--- src/rtl/char_stream_arbiter.sv ---
`default_nettype none
// ============================================================================
// Module   : char_stream_arbiter
// Purpose  : Round-robin sharing of one character recognizer between several
//            character sources, with separator flushing between messages and
//            per-source attribution of recognizer matches.
// Revision : 1.0
// ============================================================================
module char_stream_arbiter #(
  parameter int         NUM_SRC      = 4,
  parameter logic [7:0] SEP_CHAR     = 8'h20,
  parameter int         MAX_LEN      = 16,
  parameter int         FLUSH_CYCLES = 2,
  parameter int         SRC_W        = $clog2(NUM_SRC)
) (
  input  logic                 clock,
  input  logic                 reset,
  input  logic [NUM_SRC-1:0]   src_valid,
  input  logic [8*NUM_SRC-1:0] src_char,
  input  logic [NUM_SRC-1:0]   src_last,
  output logic [NUM_SRC-1:0]   src_ready,
  output logic [7:0]           rec_char,
  input  logic                 rec_match,
  output logic                 match_valid,
  output logic [SRC_W-1:0]     match_src,
  output logic                 overflow_err,
  output logic                 busy
);

  localparam int c_LEN_W = $clog2(MAX_LEN + 1);
  localparam int c_FC_W  = (FLUSH_CYCLES > 1) ? $clog2(FLUSH_CYCLES) : 1;
  localparam logic [c_LEN_W-1:0] c_MAX_LEN  = c_LEN_W'(MAX_LEN);
  localparam logic [c_FC_W-1:0]  c_FC_LAST  = c_FC_W'(FLUSH_CYCLES - 1);
  localparam logic [SRC_W-1:0]   c_RR_RESET = SRC_W'(NUM_SRC - 1);

  typedef enum logic [1:0] {
    S_IDLE   = 2'd0,
    S_STREAM = 2'd1,
    S_FLUSH  = 2'd2
  } state_t;

  state_t               r_state;
  logic [SRC_W-1:0]     r_owner;
  logic [SRC_W-1:0]     r_rr_ptr;
  logic [c_LEN_W-1:0]   r_len;
  logic [c_FC_W-1:0]    r_flush_cnt;
  logic [7:0]           r_rec_char;
  logic                 r_match_valid;
  logic [SRC_W-1:0]     r_match_src;
  logic                 r_overflow;

  state_t               w_state_nxt;
  logic [SRC_W-1:0]     w_owner_nxt;
  logic [SRC_W-1:0]     w_rr_nxt;
  logic [c_LEN_W-1:0]   w_len_nxt;
  logic [c_FC_W-1:0]    w_fc_nxt;
  logic [7:0]           w_rec_nxt;
  logic                 w_mv_nxt;
  logic [SRC_W-1:0]     w_ms_nxt;
  logic                 w_ovf_nxt;

  logic                 w_pick_found;
  logic [SRC_W-1:0]     w_pick;
  logic [SRC_W-1:0]     w_cand;
  logic [7:0]           w_owner_char;

  function automatic logic [SRC_W-1:0] rr_index(input logic [SRC_W-1:0] base, input int k);
    int sum;
    sum = (int'(base) + k) % NUM_SRC;
    return SRC_W'(sum);
  endfunction

  // Scan downward so the candidate closest after rr_ptr is the last one written.
  always_comb begin
    w_pick_found = 1'b0;
    w_pick       = '0;
    w_cand       = '0;
    for (int k = NUM_SRC; k >= 1; k--) begin
      w_cand = rr_index(r_rr_ptr, k);
      if (src_valid[w_cand]) begin
        w_pick_found = 1'b1;
        w_pick       = w_cand;
      end
    end
  end

  assign w_owner_char = src_char[{r_owner, 3'b000} +: 8];

  always_comb begin
    w_state_nxt = r_state;
    w_owner_nxt = r_owner;
    w_rr_nxt    = r_rr_ptr;
    w_len_nxt   = r_len;
    w_fc_nxt    = r_flush_cnt;
    w_rec_nxt   = SEP_CHAR;
    w_ovf_nxt   = 1'b0;
    w_mv_nxt    = rec_match && (r_state != S_IDLE);
    w_ms_nxt    = w_mv_nxt ? r_owner : r_match_src;
    src_ready   = '0;

    case (r_state)
      S_IDLE: begin
        if (w_pick_found) begin
          w_owner_nxt = w_pick;
          w_rr_nxt    = w_pick;
          w_len_nxt   = '0;
          w_state_nxt = S_STREAM;
        end
      end

      S_STREAM: begin
        src_ready[r_owner] = 1'b1;
        // A gap leaves the separator on rec_char but keeps the message open.
        if (src_valid[r_owner]) begin
          w_rec_nxt = w_owner_char;
          w_len_nxt = r_len + c_LEN_W'(1);
          if (src_last[r_owner]) begin
            w_state_nxt = S_FLUSH;
            w_fc_nxt    = '0;
          end else if (w_len_nxt == c_MAX_LEN) begin
            w_state_nxt = S_FLUSH;
            w_fc_nxt    = '0;
            w_ovf_nxt   = 1'b1;
          end
        end
      end

      S_FLUSH: begin
        if (r_flush_cnt == c_FC_LAST) begin
          w_state_nxt = S_IDLE;
        end else begin
          w_fc_nxt = r_flush_cnt + c_FC_W'(1);
        end
      end

      default: begin
        w_state_nxt = S_IDLE;
      end
    endcase
  end

  always_ff @(posedge clock) begin
    if (reset) begin
      r_state       <= S_IDLE;
      r_owner       <= '0;
      r_rr_ptr      <= c_RR_RESET;
      r_len         <= '0;
      r_flush_cnt   <= '0;
      r_rec_char    <= SEP_CHAR;
      r_match_valid <= 1'b0;
      r_match_src   <= '0;
      r_overflow    <= 1'b0;
    end else begin
      r_state       <= w_state_nxt;
      r_owner       <= w_owner_nxt;
      r_rr_ptr      <= w_rr_nxt;
      r_len         <= w_len_nxt;
      r_flush_cnt   <= w_fc_nxt;
      r_rec_char    <= w_rec_nxt;
      r_match_valid <= w_mv_nxt;
      r_match_src   <= w_ms_nxt;
      r_overflow    <= w_ovf_nxt;
    end
  end

  assign rec_char     = r_rec_char;
  assign match_valid  = r_match_valid;
  assign match_src    = r_match_src;
  assign overflow_err = r_overflow;
  assign busy         = (r_state != S_IDLE);

endmodule
`default_nettype wire

--- config.mk ---
export PLATFORM = sky130hd
export DESIGN_NAME = char_stream_arbiter
export DESIGN_NICKNAME = d
export VERILOG_FILES = /design/src/rtl/char_stream_arbiter.sv
export SDC_FILE = /design/constraint.sdc
export NUM_CORES = 1
export LEC_CHECK = 0
export BUFFER_PORTS_ARGS = -buffer_cell sky130_fd_sc_hd__buf_4
export CORE_MARGIN = 1
export CORE_UTILIZATION = 45
export DETAILED_ROUTE_END_ITERATION = 10
export PLACE_DENSITY_LB_ADDON = 0.08
export SLEW_MARGIN = 0
export SYNTH_ARGS = -nofsm -noshare
export SYNTH_HDL_FRONTEND = slang
export SYNTH_SLANG_ARGS = --single-unit
--- constraint.sdc ---
create_clock -name clock -period 2.8 [get_ports clock]
set_input_delay 0.42 -clock clock [delete_from_list [all_inputs] [get_ports clock]]
set_output_delay 0.42 -clock clock [all_outputs]
set_load 0.01 [all_outputs]
== After elaboration in Yosys (flattened, before gate mapping) ==
Index checks and enable logic that the tools add are counted.

* Bits in registers: 24
* Input port bits: 43
* Logic and storage cells: 81

* Add/sub/neg operators: 6
* Order comparisons: 6
* Eq/ne operators: 7
* Shifts and indexed selects: 1
* Mux-type cells: 38
* Bitwise logic cells: 2
* Reduce and logical (&&, ||, !) cells: 12

{| class="wikitable"
|+ Operators by type and width
! kind !! count
|-
| $shiftx A32 B6 Y8 || 1
|-
| $mux W2 || 9
|-
| $mux W1 || 16
|-
| $lt A2 B3 Y1 const B || 5
|-
| $bmux W1 S2 || 6
|-
| $mux W5 || 2
|-
| $pmux W5 S2 || 1
|-
| $ne A2 B2 Y1 const B || 3
|-
| $pmux W2 S3 || 1
|-
| $reduce_and A3 Y1 || 2
|-
| $reduce_bool A2 Y1 || 3
|-
| $add A5 B1 Y5 const B || 1
|-
| $eq A5 B5 Y1 const B || 1
|-
| $add A2 B1 Y2 const B || 2
|-
| $add A2 B2 Y2 const B || 2
|-
| $mux W4 || 1
|-
| $reduce_and A4 Y1 || 1
|-
| $reduce_or A4 Y1 || 1
|-
| $ne A3 B3 Y1 const B || 1
|-
| $reduce_or A3 Y1 || 1
|-
| $demux W1 S2 || 1
|-
| $eq A2 B1 Y1 const B || 1
|-
| $eq A2 B2 Y1 const B || 1
|-
| $ge A2 B1 Y1 const B || 1
|-
| 6 further kinds || 8
|}

== Longest topological paths before layout ==
Gate-level depths: netlist of run 1.

* Word-level depth: 9
* Mapped depth: 8
* Mapped depth without buffers: 7

== Worst setup path after synthesis of run 1 ==
OpenSTA, ideal clock, no wires.

* Path type: reg-to-reg
* Start: reg r_state[1]
* End: reg r_len[3]
* Library setup time: 0.067 ns
* Arrival: 2.024 ns
* Slack: 0.708 ns
* Cell stages (with the launch flop): 9
* Period minus slack after synthesis: 2.092 ns
* Cells stage by stage: dfxtp_1 inv_1 ha_1 buf_2 and2_1 a222oi_1 nand2_1 or3_1 a21oi_2

* Cells in the longest elaborated chain, start to end: 3

{| class="wikitable"
|+ Ends and longest elaborated chain
! item !! RTL line !! source
|-
| from (decl) || 42 || <nowiki>state_t r_state;</nowiki>
|-
| from (signal assigned) || 154 || <nowiki>r_state <= w_state_nxt;</nowiki>
|-
| $eq A2 B1 Y1 / $logic_not A2 Y1 (equally long branches) || 101 || <nowiki>case (r_state)</nowiki>
|-
| $ne A2 B2 Y1 (no source line) / $reduce_bool A2 Y1 (equally long branches) || -- ||
|-
| $reduce_and A3 Y1 (no source line) || -- ||
|-
| to (signal assigned) || 157 || <nowiki>r_len <= w_len_nxt;</nowiki>
|-
| to (decl) || 45 || <nowiki>logic [c_LEN_W-1:0] r_len;</nowiki>
|}

Parallel ways exist; a longest one is shown, timed or not.
A chain may end at the register's enable or synchronous reset.

== Worst setup path in the final report of run 1 ==
Ends and elaborated chain as after synthesis.

==> results of run 1 <==
[flip-flops by register name, summed over array words and instances, names as in the netlist]
signal / count
r_state: 2
match_src: 2
r_rr_ptr: 2
r_len: 5
match_valid: 1
overflow_err: 1
rec_char: 8
r_owner: 2
r_flush_cnt: 1
[synth_stat cells]
master	instances	area share, %
a21boi_0	1	0.53
xnor2_1	1	0.62
or3_1	3	1.3
nand2b_1	8	3.5
nor2b_1	10	4.4
and3_1	1	0.44
nor3_1	6	2.1
o22ai_1	2	0.88
a222oi_1	1	0.70
o41ai_2	1	1.1
o211ai_1	1	0.53
a31oi_1	1	0.44
inv_1	6	1.6
o21bai_1	1	0.53
a22oi_1	1	0.53
o21ai_0	2	0.70
nand2_1	19	5.0
nor4_1	1	0.44
o221ai_1	1	0.62
mux4_2	5	7.9
and2_1	2	0.88
mux2_2	1	0.79
a21oi_1	9	3.2
buf_2	1	0.35
a21oi_2	1	0.62
nand4_1	1	0.44
dfxtp_1	24	34
clkbuf_1	6	1.6
nand3_1	3	1.1
or2_2	2	0.88
buf_6	1	0.79
mux2i_1	8	5.6
nor2_1	8	2.1
ha_1	6	5.3
and2b_1	1	0.53
and3b_1	1	0.62
mux4_1	4	7.4
[routing by layer]
metal | track usage, % | share of wire (%) | vias to the layer above
met4 | 5.44 | 0.98 | 0
met5 | 0 | 0 | -
li1 | - | - | 651
met1 | 27.3 | 43 | 628
met3 | 5.13 | 4.5 | 4
met2 | 39.7 | 52 | 37
[power by group through the flow]
stage                     combinational (W)  clock (W)  sequential [W]
final                              0.000669   0.000258        0.000477
after global routing               0.000740   0.000277        0.000490
after CTS                          0.000672   0.000261        0.000479
after detailed placement           0.000668          0        0.000487
after global placement             0.000652          0        0.000482
after floorplan                    0.000498          0        0.000454
[path summary, 6_finish.rpt]
| kind | start | endpoint | slack (ps) | cells past startpoint |
|---|---|---|---|---|
| min reg2reg | r_flush_cnt$_SDFFE_PP0P_ | r_flush_cnt$_SDFFE_PP0P_ | 480 | 2 |
| max | r_state[1]$_SDFFE_PP0P_ | r_len[3]$_SDFFE_PP0P_ | 440 | 7 |
| max reg2reg | r_state[1]$_SDFFE_PP0P_ | r_len[3]$_SDFFE_PP0P_ | 440 | 7 |
| min | reset | r_len[3]$_SDFFE_PP0P_ | 370 | 2 |
[final cells by class]
class	instances	area, sq um
fill	282	1090
multi-input combinational	113	878
sequential	24	480
timing repair buffer	60	450
tap	44	55.1
clock inverter	1	30.0
clock buffer	3	22.5
inverter	6	22.5
[per-stage QoR]
stage               hold WS, ps  utilization, %  instance area, sq um  setup WS [ps]  total power, W
finish                      368            64.0                  1940            438         0.00140
global route                362            64.0                  1940            244         0.00151
detailed placement          466            62.3                  1890            483         0.00115
CTS                         361            64.0                  1940            460         0.00141
floorplan                   444               -                  1420            708        0.000952
global placement            454            62.3                  1890            590         0.00113
[kinds of logic after synthesis]
kind of cell               after synthesis  synth area share [%]
xor gates and xnor gates                 1                 0.617
AOI/OAI and AO/OA                       22                  10.4
and+or+nand+nor                         66                  23.8
buffers and inverters                   14                  4.32
adders and majority gates                6                  5.29
DFF                                     24                  33.8
muxes                                   18                  21.8
[critical path, delay by kind of cell (launching register included)]
family | cells | cell delay, ps
DFF | 1 | 370
AOI/OAI and AO/OA | 2 | 770
and+or+nand+nor | 3 | 780
adders and majority gates | 1 | 300
buffers and inverters | 1 | 80
==> impl_table.tex, run 1 <==
\begin{tabular}{lr}
\hline
Metric & Value \\
\hline
\multicolumn{2}{l}{\textbf{Outcome}} \\
Run status & finished clean \\
\multicolumn{2}{l}{\textbf{Pwr}} \\
Internal power consumption & 0.000892 W \\
Switching share of power & 36.4\% \\
Relative contribution of combinational cells to total power & 47.7\% \\
Leakage component of the power & 0.884 nW \\
PD cells & 724 nW/um\^{}2 \\
Sequential Power Share & 33.9\% \\
Peak ir drop on the vdd network & 472 uV \\
Net switching component of the power & 0.000511 W \\
Portion of total power attributed to the clock network & 18.4\% \\
\multicolumn{2}{l}{\textbf{Critical path}} \\
Worst EP arrival & 2630 ps \\
Required time at the endpoint of the critical path & 3070 ps \\
Crit-path max cell delay & 640 ps \\
Critical path launch point type & flop \\
Crit path kind & reg2reg \\
Top fanout value on the critical path & 10 \\
Critical-path cell list & inv\_1, ha\_1, and2\_1, a222oi\_1, nand2\_1, or3\_1, a21oi\_2 \\
Slowest cell on the critical path & a222oi\_1 \\
Worst Setup End Kind & flop \\
\multicolumn{2}{l}{\textbf{Synthesis}} \\
Synthesized netlist net count & 200 \\
Share of the yosys chip area belonging to registers & 33.8\% \\
Area of the mapped netlist & 1420 sq um \\
Netlist cell types & 37 \\
Post-synthesis register bit count & 24 \\
Yosys warnings & 0 \\
Synthesized netlist cell count & 151 \\
Average size of a mapped cell & 9.40 sq um \\
\multicolumn{2}{l}{\textbf{Clocking}} \\
Clk sink count & 24 \\
Clock tree from TritonCTS & done \\
Count of instances resized after the clock tree is built & 0 \\
Root cell of the clock tree & clkbuf\_4 \\
CTS clock-pin slew for the worst setup and hold paths & 140 ps \\
Count of hold-fix buffers inserted at cts & 0 \\
Post-CTS Repair Setup Buffers & 0 \\
Htree depth & 1 \\
Number of buffers added by the clock tree synthesis step & 3 \\
Clock buffer depth & 2 \\
Clock latency on the worst-skew pair & 320 ps \\
\multicolumn{2}{l}{\textbf{Global route}} \\
Initial antenna violation count & 0 \\
Global-route wire length before repair & 5.74 mm \\
Global route total overflow & 0 \\
Maximum number of pins on one net before global-route repair & 20 \\
Total routing usage reported by global routing & 22.4\% \\
Via count of the first global-routing pass & 1232 \\
\multicolumn{2}{l}{\textbf{STA}} \\
Sum of negative setup slack & 0 ps \\
Tightest slew margin relative to the limit & 54.2\% \\
Final hold viol count & 0 \\
Transition time at the pin with the least slew margin & 686 ps \\
Min Clock Period, post-route & 2360 ps \\
Largest clock skew in the final design & 3.10 ps \\
Final Max Tran Viols & 0 \\
Share of the clock period used by the worst path after layout & 84.4\% \\
Unrepaired setup endpoints after global routing & false \\
Count of final setup violators & 0 \\
Fmax & 423 MHz \\
\multicolumn{2}{l}{\textbf{Placement}} \\
Routability-driven placement congestion ratio & 0.825 \\
Placed cell count & 247 \\
Port Buffer Count & 59 \\
Total half-perimeter wirelength after legalization and detailed placement & 2.74 mm \\
\multicolumn{2}{l}{\textbf{Die}} \\
Die height & 58.2 um \\
Ports & 60 \\
Effective utilization at floorplan & 46.9\% \\
Core Area & 3030 sq um \\
Die X-Extent & 58.2 um \\
Cell row count & 20 \\
Die area & 3380 sq um \\
\multicolumn{2}{l}{\textbf{Routing}} \\
Iteration-0 DRC count of the detailed router & 47 \\
Post-detailed-routing wire length & 3.46 mm \\
Count of antenna-violating nets left after detailed routing & 0 \\
Number of remaining DRC errors & 0 \\
Routed via count & 1320 \\
Post-DR vias/cell & 5.26 \\
Mean routed wirelength per cell & 13.8 um \\
Number of detailed-route iterations in the first pass & 4 \\
\multicolumn{2}{l}{\textbf{Min path}} \\
Worst min-delay path class & in2reg \\
\multicolumn{2}{l}{\textbf{Cells and area}} \\
Number of antenna repair diodes & 0 \\
Commonest non-fill, non-tap cell in the layout & buf\_4 \\
Share of post-route cells with drive strength above 1 & 35.7\% \\
Net total in the final layout & 257 \\
Final instance count without filler cells & 251 \\
Highest-count cells in the layout ignoring fill and taps & buf\_4, dfxtp\_1, nand2\_1, nor2b\_1, a21oi\_1 \\
Area growth syn-to-layout & 36.6\% \\
\multicolumn{2}{l}{\textbf{Flow run}} \\
Total of max-cap violations & 0 \\
\hline
\end{tabular}
Power figures use the tool's default switching activity.
==> run 2: changes to the inputs <==
--- a/config.mk
+++ b/config.mk
@@ -7,7 +7,7 @@
 export LEC_CHECK = 0
 export BUFFER_PORTS_ARGS = -buffer_cell sky130_fd_sc_hd__buf_4
 export CORE_MARGIN = 1
-export CORE_UTILIZATION = 45
+export CORE_UTILIZATION = 43
 export DETAILED_ROUTE_END_ITERATION = 10
 export PLACE_DENSITY_LB_ADDON = 0.08
 export SLEW_MARGIN = 0
==> constraint.sdc (replaced) <==
create_clock -name clock -period 1.9 [get_ports clock]
set_input_delay 0.285 -clock clock [delete_from_list [all_inputs] [get_ports clock]]
set_output_delay 0.285 -clock clock [all_outputs]
set_load 0.01 [all_outputs]
==> impl_table.tex, run 2 (synthesis gave the netlist of run 1 again) <==
\begin{tabular}{lr}
\hline
Metric & Value \\
\hline
\multicolumn{2}{l}{\textbf{Cells and area}} \\
Share of post-route cells with drive strength above 1 & 45.2\% (was 35.7\%) \\
Net total in the final layout & 272 (was 257) \\
Highest-count cells in the layout ignoring fill and taps & buf\_4, dfxtp\_1, nand2\_1, nor2b\_1 (was buf\_4, dfxtp\_1, nand2\_1, nor2b\_1, a21oi\_1) \\
Number of antenna repair diodes & 0 (unchanged) \\
Commonest non-fill, non-tap cell in the layout & buf\_4 (unchanged) \\
Area growth syn-to-layout & 45.8\% (was 36.6\%) \\
Number of flip-flops in the largest register & 8 (unchanged) \\
\multicolumn{2}{l}{\textbf{STA}} \\
Tightest slew margin relative to the limit & 72.7\% (was 54.2\%) \\
Final worst-path setup slack & 88.0 ps (was 438 ps) \\
Min Clock Period, post-route & 1810 ps (was 2360 ps) \\
Share of the clock period used by the worst path after layout & 95.4\% (was 84.4\%) \\
Transition time at the pin with the least slew margin & 407 ps (was 686 ps) \\
Unrepaired setup endpoints after global routing & true (was false) \\
Final hold viol count & 0 (unchanged) \\
Count of final setup violators & 0 (unchanged) \\
Fmax & 552 MHz (was 423 MHz) \\
Hold Slack & 236 ps (was 368 ps) \\
Largest clock skew in the final design & 7.23 ps (was 3.10 ps) \\
Final Max Tran Viols & 0 (unchanged) \\
\multicolumn{2}{l}{\textbf{Global route}} \\
Met3 track utilization from global routing & 2.62\% (was 5.13\%) \\
Maximum number of pins on one net before global-route repair & 20 (unchanged) \\
Initial antenna violation count & 0 (unchanged) \\
Met2 global-route usage & 38.8\% (was 39.7\%) \\
GR peak layer & met2 (unchanged) \\
Global-route wire length before repair & 5.64 mm (was 5.74 mm) \\
Grt met1 use & 25.0\% (was 27.3\%) \\
Total routing usage reported by global routing & 21.2\% (was 22.4\%) \\
Global route total overflow & 0 (unchanged) \\
Via count of the first global-routing pass & 1321 (was 1232) \\
\multicolumn{2}{l}{\textbf{Pwr}} \\
Sequential Power Share & 31.6\% (was 33.9\%) \\
Switching share of power & 37.0\% (was 36.4\%) \\
Relative contribution of combinational cells to total power & 57.8\% (was 47.7\%) \\
Portion of total power attributed to the clock network & 10.5\% (was 18.4\%) \\
Net switching component of the power & 0.000822 W (was 0.000511 W) \\
Leakage component of the power & 0.952 nW (was 0.884 nW) \\
PD cells & 1070 nW/um\^{}2 (was 724 nW/um\^{}2) \\
Internal power consumption & 0.00140 W (was 0.000892 W) \\
Peak ir drop on the vdd network & 653 uV (was 472 uV) \\
\multicolumn{2}{l}{\textbf{Die}} \\
Die height & 59.5 um (was 58.2 um) \\
Die area & 3540 sq um (was 3380 sq um) \\
Ports & 60 (unchanged) \\
Cell row count & 20 (unchanged) \\
Die X-Extent & 59.5 um (was 58.2 um) \\
Core Area & 3100 sq um (was 3030 sq um) \\
Effective utilization at floorplan & 45.8\% (was 46.9\%) \\
\multicolumn{2}{l}{\textbf{Clocking}} \\
Root cell of the clock tree & clkbuf\_4 (unchanged) \\
CTS clock-pin slew for the worst setup and hold paths & 130 ps (was 140 ps) \\
Number of buffers added by the clock tree synthesis step & 3 (unchanged) \\
Clock buffer depth & 2 (unchanged) \\
Clk sink count & 24 (unchanged) \\
Clock latency on the worst-skew pair & 320 ps (about the same) \\
Clock tree from TritonCTS & done (unchanged) \\
Htree depth & 1 (unchanged) \\
\multicolumn{2}{l}{\textbf{Routing}} \\
Number of remaining DRC errors & 0 (unchanged) \\
Mean routed wirelength per cell & 13.3 um (was 13.8 um) \\
Count of antenna-violating nets left after detailed routing & 0 (unchanged) \\
Iteration-0 DRC count of the detailed router & 70 (was 47) \\
Post-DR vias/cell & 5.18 (was 5.26) \\
Post-detailed-routing wire length & 3.54 mm (was 3.46 mm) \\
Number of detailed-route iterations in the first pass & 4 (unchanged) \\
Routed via count & 1374 (was 1320) \\
\multicolumn{2}{l}{\textbf{Placement}} \\
Setup slack after placement & 5.79 ps (was 483 ps) \\
Routability-driven placement congestion ratio & 0.769 (was 0.825) \\
Total half-perimeter wirelength after legalization and detailed placement & 2.78 mm (was 2.74 mm) \\
Port Buffer Count & 59 (unchanged) \\
\multicolumn{2}{l}{\textbf{Outcome}} \\
Run status & finished clean (unchanged) \\
\multicolumn{2}{l}{\textbf{Critical path}} \\
Worst Setup End Kind & flop (unchanged) \\
Required time at the endpoint of the critical path & 2120 ps (was 3070 ps) \\
Top fanout value on the critical path & 5 (was 10) \\
Crit path kind & reg2reg (unchanged) \\
Worst EP arrival & 2040 ps (was 2630 ps) \\
Critical path launch point type & flop (unchanged) \\
\multicolumn{2}{l}{\textbf{Flow run}} \\
Total of max-cap violations & 0 (unchanged) \\
\multicolumn{2}{l}{\textbf{Min path}} \\
Worst min-delay path class & in2reg (unchanged) \\
\hline
\end{tabular}
-- run 2: changes by cell type in the layout (fill, tap and decap cells not counted), moves of 2 or more --
cell     delta
ha_4        +2
ha_1        -3
dfxtp_1     -4
buf_4      +14
inv_1       -2
dfxtp_2     +3
-- run 2: power by group through the flow --
stage | clock network (W) | logic [W] | registers, W
finish | 0.000234 | 0.00128 | 0.000703
global route | 0.000263 | 0.00140 | 0.000716
CTS | 0.000230 | 0.00117 | 0.000697
detailed placement | 0 | 0.00114 | 0.000705
global placement | 0 | 0.00111 | 0.000702
floorplan | 0 | 0.000761 | 0.000678
-- run 2: metrics by stage --
stage	total power (W)	util (%)	TNS (ps)	cell area, sq um	std cells
after floorplan	0.00144	-	-114	1440	151
after global placement	0.00181	63.3	0	1960	255
after detailed placement	0.00184	63.3	0	1960	255
after CTS	0.00209	64.4	0	2000	259
after global routing	0.00238	66.7	-164	2070	265
final	0.00222	66.7	0	2070	265
-- run 2: path summary, 6_finish.rpt --
| kind | startpoint | end | slack [ps] | cells after the start |
|---|---|---|---|---|
| setup / recovery | r_state[1]$_SDFFE_PP0P_ | r_len[1]$_SDFFE_PP0P_ | 90 | 8 |
| hold / removal | reset | r_len[3]$_SDFFE_PP0P_ | 240 | 2 |
| setup reg to reg | r_state[1]$_SDFFE_PP0P_ | r_len[1]$_SDFFE_PP0P_ | 90 | 8 |
| hold reg to reg | r_flush_cnt$_SDFFE_PP0P_ | r_flush_cnt$_SDFFE_PP0P_ | 480 | 2 |
-- run 2: layout make-up --
class | count | area, sq um
multi-input combinational | 113 | 920
tap | 44 | 55.1
sequential | 24 | 488
clock buffer | 3 | 22.5
timing repair buffer | 75 | 561
fill | 288 | 1030
inverter | 6 | 25.0
-- run 2: what timing repair did --
action | 4_1_cts | 5_1_grt
pin swaps | 0 | 5
setup buffers | 1 | 6
hold buffers | 0 | 0
gates resized for setup | 1 | 10
setup endpoints to repair | 3 | 8
-- run 2: routing by layer --
metal / vias up / share of wire [%]
met2: 44 / 51
met5: - / 0
met1: 646 / 42
li1: 677 / -
met4: 0 / 1.9
met3: 7 / 4.6
-- run 2: critical path, cell delays in order (launching register included) --
cell and delay (ps):
dfxtp_2 380, inv_4 60, ha_4 170, and2_4 150, a222oi_1 400, buf_4 180, and2b_1 170, a31oi_1 150
nor2_1 60
